`src/rtl/pc_pkg.sv`:
```
// Shared definitions for the PC generator: next-PC select encoding and
// instruction size.
package pc_pkg;

    // Next-PC source select, matches the 2-bit pc_src port encoding
    typedef enum logic [1:0] {
        PC_SEQ    = 2'b00,
        PC_BRANCH = 2'b01,
        PC_JALR   = 2'b10,
        PC_TRAP   = 2'b11
    } pc_src_e;

    localparam int unsigned INSTR_BYTES = 4;

    // A redirect target is misaligned when its low two bits are non-zero
    function automatic logic is_misaligned(input logic [1:0] lsb);
        return lsb != 2'b00;
    endfunction

endpackage

```
`src/rtl/pc_ras.sv`:
```
// Circular return address stack. A push when full overwrites the oldest
// entry; the count saturates at DEPTH. Simultaneous push and pop replace
// the top entry in place.
module pc_ras #(
    parameter int unsigned WIDTH = 32,
    parameter int unsigned DEPTH = 4
) (
    input  logic             clk,
    input  logic             rst,
    input  logic             push,
    input  logic             pop,
    input  logic [WIDTH-1:0] din,
    output logic [WIDTH-1:0] top,
    output logic             empty,
    output logic             full
);

    localparam int unsigned PW = $clog2(DEPTH);

    logic [WIDTH-1:0] mem [DEPTH];
    logic [PW-1:0]    sp;      // next free slot; top lives at sp-1
    logic [PW:0]      count;
    logic             pop_ok;
    logic [PW-1:0]    top_idx;

    assign empty   = (count == '0);
    assign full    = (count == (PW+1)'(DEPTH));
    assign pop_ok  = pop && !empty;
    assign top_idx = sp - PW'(1);
    assign top     = mem[top_idx];

    // Stack pointer and occupancy count
    always_ff @(posedge clk or posedge rst) begin
        if (rst) begin
            sp    <= '0;
            count <= '0;
        end else if (push && pop_ok) begin
            sp    <= sp;
            count <= count;
        end else if (push) begin
            sp <= sp + PW'(1);
            if (!full) count <= count + (PW+1)'(1);
        end else if (pop_ok) begin
            sp    <= sp - PW'(1);
            count <= count - (PW+1)'(1);
        end
    end

    // Entry storage; pop+push overwrites the current top slot
    always_ff @(posedge clk) begin
        if (push) mem[pop_ok ? top_idx : sp] <= din;
    end

endmodule

```
`src/rtl/pc_gen.sv`:
```
// Program counter generator with sequential, branch, jalr and trap
// redirects plus misalignment trapping. Define PC_GEN_RAS_EN to enable the
// return address stack used for call/return prediction of jalr targets.
module pc_gen
    import pc_pkg::*;
#(
    parameter int unsigned      WIDTH        = 32,
    parameter logic [WIDTH-1:0] RESET_VECTOR = '0,
    parameter int unsigned      RAS_DEPTH    = 4
) (
    input  logic             clk,
    input  logic             rst,
    input  logic             en,
    input  logic [1:0]       pc_src,
    input  logic [WIDTH-1:0] imm_op,
    input  logic [WIDTH-1:0] rs1,
    input  logic [WIDTH-1:0] trap_vec,
    input  logic             is_call,
    input  logic             is_ret,
    output logic [WIDTH-1:0] pc,
    output logic [WIDTH-1:0] pc_plus4,
    output logic             misaligned,
    output logic             ras_empty
);

    pc_src_e          sel;
    logic [WIDTH-1:0] jalr_sum;
    logic [WIDTH-1:0] jalr_tgt;
    logic [WIDTH-1:0] next_pc;
    logic             next_mis;

    assign sel      = pc_src_e'(pc_src);
    assign pc_plus4 = pc + WIDTH'(INSTR_BYTES);
    assign jalr_sum = rs1 + imm_op;

`ifdef PC_GEN_RAS_EN
    logic             ras_push;
    logic             ras_pop;
    logic [WIDTH-1:0] ras_top;

    assign ras_push = en && is_call;
    assign ras_pop  = en && is_ret && (sel == PC_JALR) && !ras_empty;

    pc_ras #(
        .WIDTH (WIDTH),
        .DEPTH (RAS_DEPTH)
    ) u_ras (
        .clk   (clk),
        .rst   (rst),
        .push  (ras_push),
        .pop   (ras_pop),
        .din   (pc_plus4),
        .top   (ras_top),
        .empty (ras_empty),
        .full  ()
    );

    // Returns with a non-empty stack take the predicted address
    assign jalr_tgt = (is_ret && !ras_empty) ? ras_top
                                             : {jalr_sum[WIDTH-1:1], 1'b0};
`else
    logic unused_ras;

    assign unused_ras = is_call ^ is_ret ^ (RAS_DEPTH == 0);
    assign ras_empty  = 1'b1;
    assign jalr_tgt   = {jalr_sum[WIDTH-1:1], 1'b0};
`endif

    // Next-PC select with misaligned branch/jalr targets diverted to trap_vec
    always_comb begin
        next_pc  = pc_plus4;
        next_mis = 1'b0;
        unique case (sel)
            PC_SEQ:    next_pc = pc_plus4;
            PC_BRANCH: next_pc = pc + imm_op;
            PC_JALR:   next_pc = jalr_tgt;
            PC_TRAP:   next_pc = trap_vec;
            default:   next_pc = pc_plus4;
        endcase
        if ((sel == PC_BRANCH || sel == PC_JALR) && is_misaligned(next_pc[1:0])) begin
            next_pc  = trap_vec;
            next_mis = 1'b1;
        end
    end

    // PC and misalignment flag register, advancing only when enabled
    always_ff @(posedge clk or posedge rst) begin
        if (rst) begin
            pc         <= RESET_VECTOR;
            misaligned <= 1'b0;
        end else if (en) begin
            pc         <= next_pc;
            misaligned <= next_mis;
        end
    end

endmodule

```
`config.mk`:
```
export PLATFORM = sky130hd
export DESIGN_NAME = pc_gen
export DESIGN_NICKNAME = d
export VERILOG_FILES = /design/src/rtl/pc_pkg.sv /design/src/rtl/pc_ras.sv /design/src/rtl/pc_gen.sv
export SDC_FILE = /design/constraint.sdc
export NUM_CORES = 1
export LEC_CHECK = 0
export ABC_AREA = 1
export CAP_MARGIN = 20
export CORE_AREA = 2 2 130 132
export DETAILED_ROUTE_END_ITERATION = 6
export DIE_AREA = 0 0 132 134
export PLACE_DENSITY = 0.78
export SETUP_SLACK_MARGIN = 0.4
export SLEW_MARGIN = 20
export SYNTH_ARGS = -nofsm -noshare
export SYNTH_HDL_FRONTEND = slang
export SYNTH_SLANG_ARGS = --single-unit
export TNS_END_PERCENT = 20
```
`constraint.sdc`:
```
create_clock -name clk -period 4 [get_ports clk]
set_input_delay 0.8 -clock clk [delete_from_list [all_inputs] [get_ports clk]]
set_output_delay 0.8 -clock clk [all_outputs]
set_load 0.03 [all_outputs]
```
; Word level (Yosys, flattened, before mapping)
; Index checks and enable logic that the tools add are counted.
[classes]
add_sub_neg = 3
eq_ne = 3
n_mux = 3
n_reduce_logical = 4
[op_table]
columns = operator, n
row1 = $pmux W32 S4, 1
row2 = $add A32 B32 Y32, 2
row3 = $add A32 B3 Y32 const B, 1
row4 = $mux W32, 1
row5 = $eq A2 B2 Y1 const B, 2
row6 = $eq A2 B1 Y1 const B, 1
row7 = $logic_not A2 Y1, 1
row8 = $reduce_bool A2 Y1, 1
row9 = $logic_and A1 B1 Y1, 1
row10 = $logic_or A1 B1 Y1, 1
row11 = $mux W1, 1
[totals]
register_bits = 33
elab_cells = 15

; Longest topological paths before layout
[logic_depth]
depth_word = 5
depth_mapped = 16

; Worst setup path after synthesis
; OpenSTA, ideal clock, no wires.
[synth_path]
kind = flip-flop to output port
from = register pc[3]
to = output pc_plus4[18]
arrival_ps = 1967
t_required_ps = 3200
setup_slack_ps = 1233
path_stages_with_launch = 7
path_buffers = 0
path_cell_list = dfrtp_1 ha_1 nand2_1 nor3_4 inv_2 nor3_2 xor2_1
[synth_via]
elab_chain_cells = 1
[synth_lines]
columns = element, line_no
row1 = start: declaration, pc_gen.sv:20  ; output logic [WIDTH-1:0] pc,
row2 = start signal: assignment, pc_gen.sv:92  ; pc <= next_pc;
row3 = $add A32 B3 Y32, pc_gen.sv:33  ; assign pc_plus4 = pc + WIDTH'(INSTR_BYTES);
row4 = end: declaration, pc_gen.sv:21  ; output logic [WIDTH-1:0] pc_plus4,
; Every way passes these cells.

; Worst setup path in the final report
[layout_path]
from = register pc[3]
to = output pc_plus4[10]
; The elaborated chain is that of the path after synthesis.

==> impl_metrics.json <==
{
  "drive_gt1_share_pct": 3.70,
  "globalplace.congestion": 0.961,
  "synth.ff_latch_count": 33,
  "nets": 1871,
  "placed_area_mm2": 0.00990,
  "max_freq_ghz": 0.284,
  "grt_usage_pct": 33.3,
  "clkSlewWorstSetupHoldPaths_ps": 60,
  "hold_viol": 0,
  "synth_seq_area_share_pct": 10.3,
  "yosysUniqueCellTypes": 46,
  "syn_inst": 1547,
  "yosysWarnings": 0,
  "power_frac_seq_pct": 17.2,
  "synth_edf_count": 0,
  "syn_avg_cell_area_um2": 5.18,
  "die_x_um": 132,
  "arrival_ps": 2720,
  "ys_dominant_reg_cell": "dfrtp_1",
  "drv_slew": 0,
  "h-tree-depth": 2,
  "tightest_slew_ps": 525,
  "finalCritPeriodShare_pct": 87.9,
  "synth_nets": 1718,
  "cts-root-buf": "clkbuf_16",
  "ir_drop_mv": 0.367,
  "stdcell_area_mm2": 0.0101,
  "relSlewSlack_pct": 64.9,
  "internal_power_uw": 1620,
  "cp_data_required_time_ps": 3200,
  "fin_tns_setup_ps": 0,
  "dieArea_mm2": 0.0177,
  "core_area_mm2": 0.0163,
  "status": "completed",
  "drtIter0Drc": 734,
  "die-height_um": 134,
  "syn_to_final_growth_pct": 25.6,
  "post-route-drc-count": 0,
  "pwr-share-comb_pct": 69.6,
  "rows": 47,
  "p_sw_share_pct": 53.8,
  "crit_fanout": 6,
  "grt_max_degree": 49,
  "setup-violations-final": 0,
  "cts_buffers": 5,
  "routedWlPerCell_um": 15.6,
  "synth_top_area_cell": "nand2_1",
  "io_buffers": 165,
  "nFillCells": 1685,
  "clockBufferDepth": 2,
  "synth.most_common_cell": "nand2_1",
  "powerDensity_mw_per_mm2": 349,
  "initial_core_util_pct": 49.2,
  "hp-class": "register to register",
  "cts_tree": "done",
  "syn-cell-area_mm2": 0.00802,
  "cts_sinks": 33,
  "skew_ps": 5.45,
  "antenna_cells": 0,
  "hpwl_mm": 24.8,
  "drt_pre_antenna_iters": 5,
  "yosys-top-cells-area": "nand2_1 (27%), inv_1 (14%), nand3_1 (11%)",
  "p_leak_uw": 0.00580,
  "ant_nets": 0,
  "worstSkewPairLatency_ps": 290,
  "viasPerCell": 5.19,
  "synth_top_cell_area_share_pct": 26.6,
  "min_period_ps": 3520,
  "p_sw_uw": 1890,
  "wl_mm": 29.9,
  "overflow": 0,
  "antenna_found_initial": 0,
  "grt_pass1_vias": 9079,
  "power_frac_clock_pct": 13.2,
  "drv_cap": 0,
  "grt_pass1_wl_mm": 46.7,
  "routed-via-count": 9978,
  "rsz0062_at_grt": "yes",
  "utilization_pct": 61.8,
  "end_kind": "primary output",
  "ioPinCount": 169,
  "yosys-top-cells-count": "nand2_1 (569), inv_1 (307), nand3_1 (174)",
  "critPathKind": "register to primary output",
  "async_reset_ff_share_pct": 100,
  "worst_setup_path_start_kind": "register"
}
stage by stage:
step           cells  setup slack [ps]  hold slack (ps)  total power, uW
3_5_place_dp    1913               476              485             3010
4_1_cts         1921               507              498             3480
3_3_place_gp    1913               540              486             2980
6_report        1921               483              498             3520
2_1_floorplan   1547              1230              662             2140
5_1_grt         1921               383              506             3790
per-layer routing:
| metal | part of all wire, % | track usage (%) |
|---|---|---|
| met1 | 46 | 46.3 |
| met3 | 8.6 | 5.67 |
| met5 | 0 | 0 |
| met2 | 43 | 53.6 |
| met4 | 2.4 | 8.39 |
registers in the layout, indices dropped and copies added, names as in the netlist:
signal      count
pc             32
misaligned      1
final cells by class:
cell class,instances,area (um2),area share (%)
clock buffers,7,143,1.42
clock inverters,1,30.0,0.298
inverters,314,1180,11.7
multi-input cells,1170,5870,58.3
flip-flops and latches,33,826,8.20
well taps,220,275,2.73
repair buffers,176,1750,17.4
cell families after synthesis:
| group | after synthesis | synth area share, % |
|---|---|---|
| XOR/XNOR | 19 | 2.26 |
| AND/OR/NAND/NOR | 929 | 49.7 |
| AO/OA/AOI/OAI | 153 | 10.4 |
| adder cells (fa/ha/maj) | 68 | 10.8 |
| other | 1 | 0.0468 |
| buffers and inverters | 344 | 16.5 |
| flip-flops | 33 | 10.3 |
critical path, stage by stage, from the launching register on:
cell and delay (ps):
dfrtp_1 470, ha_1 290, nand2_1 150, nor3_4 320, inv_2 100, nor2_4 140
xor2_1 230, clkdlybuf4s50_1 730
path summary, 6_finish.rpt:
path,endpoint,slack (ps),cells past startpoint,start
max,pc_plus4[10],480,7,pc[3]
min,misaligned,500,2,misaligned
min in group asynchronous,pc[23],930,3,rst
max reg2reg,pc[31],1280,13,pc[0]
min reg2reg,misaligned,500,2,misaligned
max in group asynchronous,pc[3],2730,3,rst
power by group through the flow:
stage	Sequential [uW]	Clock, uW	Combinational (uW)
after floorplan	677	0	1460
after global placement	597	0	2380
after detailed placement	599	0	2410
after CTS	595	464	2420
after global routing	614	477	2700
final	605	463	2450
placed cells by master (no fill, tap or decap), types with 11 or more instances in the layout:
cell | synthesis | routed
o21ai_1 | 12 | 12
ha_1 | 66 | 66
nand2_1 | 569 | 569
nor2_1 | 107 | 107
xor2_1 | 14 | 14
inv_1 | 307 | 307
clkdlybuf4s50_1 | 0 | 164
nand3_1 | 174 | 174
dfrtp_1 | 33 | 33
o21ai_0 | 34 | 34
nand2_2 | 11 | 11
a21oi_1 | 81 | 81
nor3_1 | 11 | 11
nand3b_1 | 11 | 11
nand4_1 | 13 | 13
repair_timing:
item	4_1_cts	5_1_grt
gates resized for setup	0	1
hold buffers	0	0
endpoints found under the setup margin	0	5
setup buffers	0	0
No activity file was read; power rests on OpenSTA's default activity.
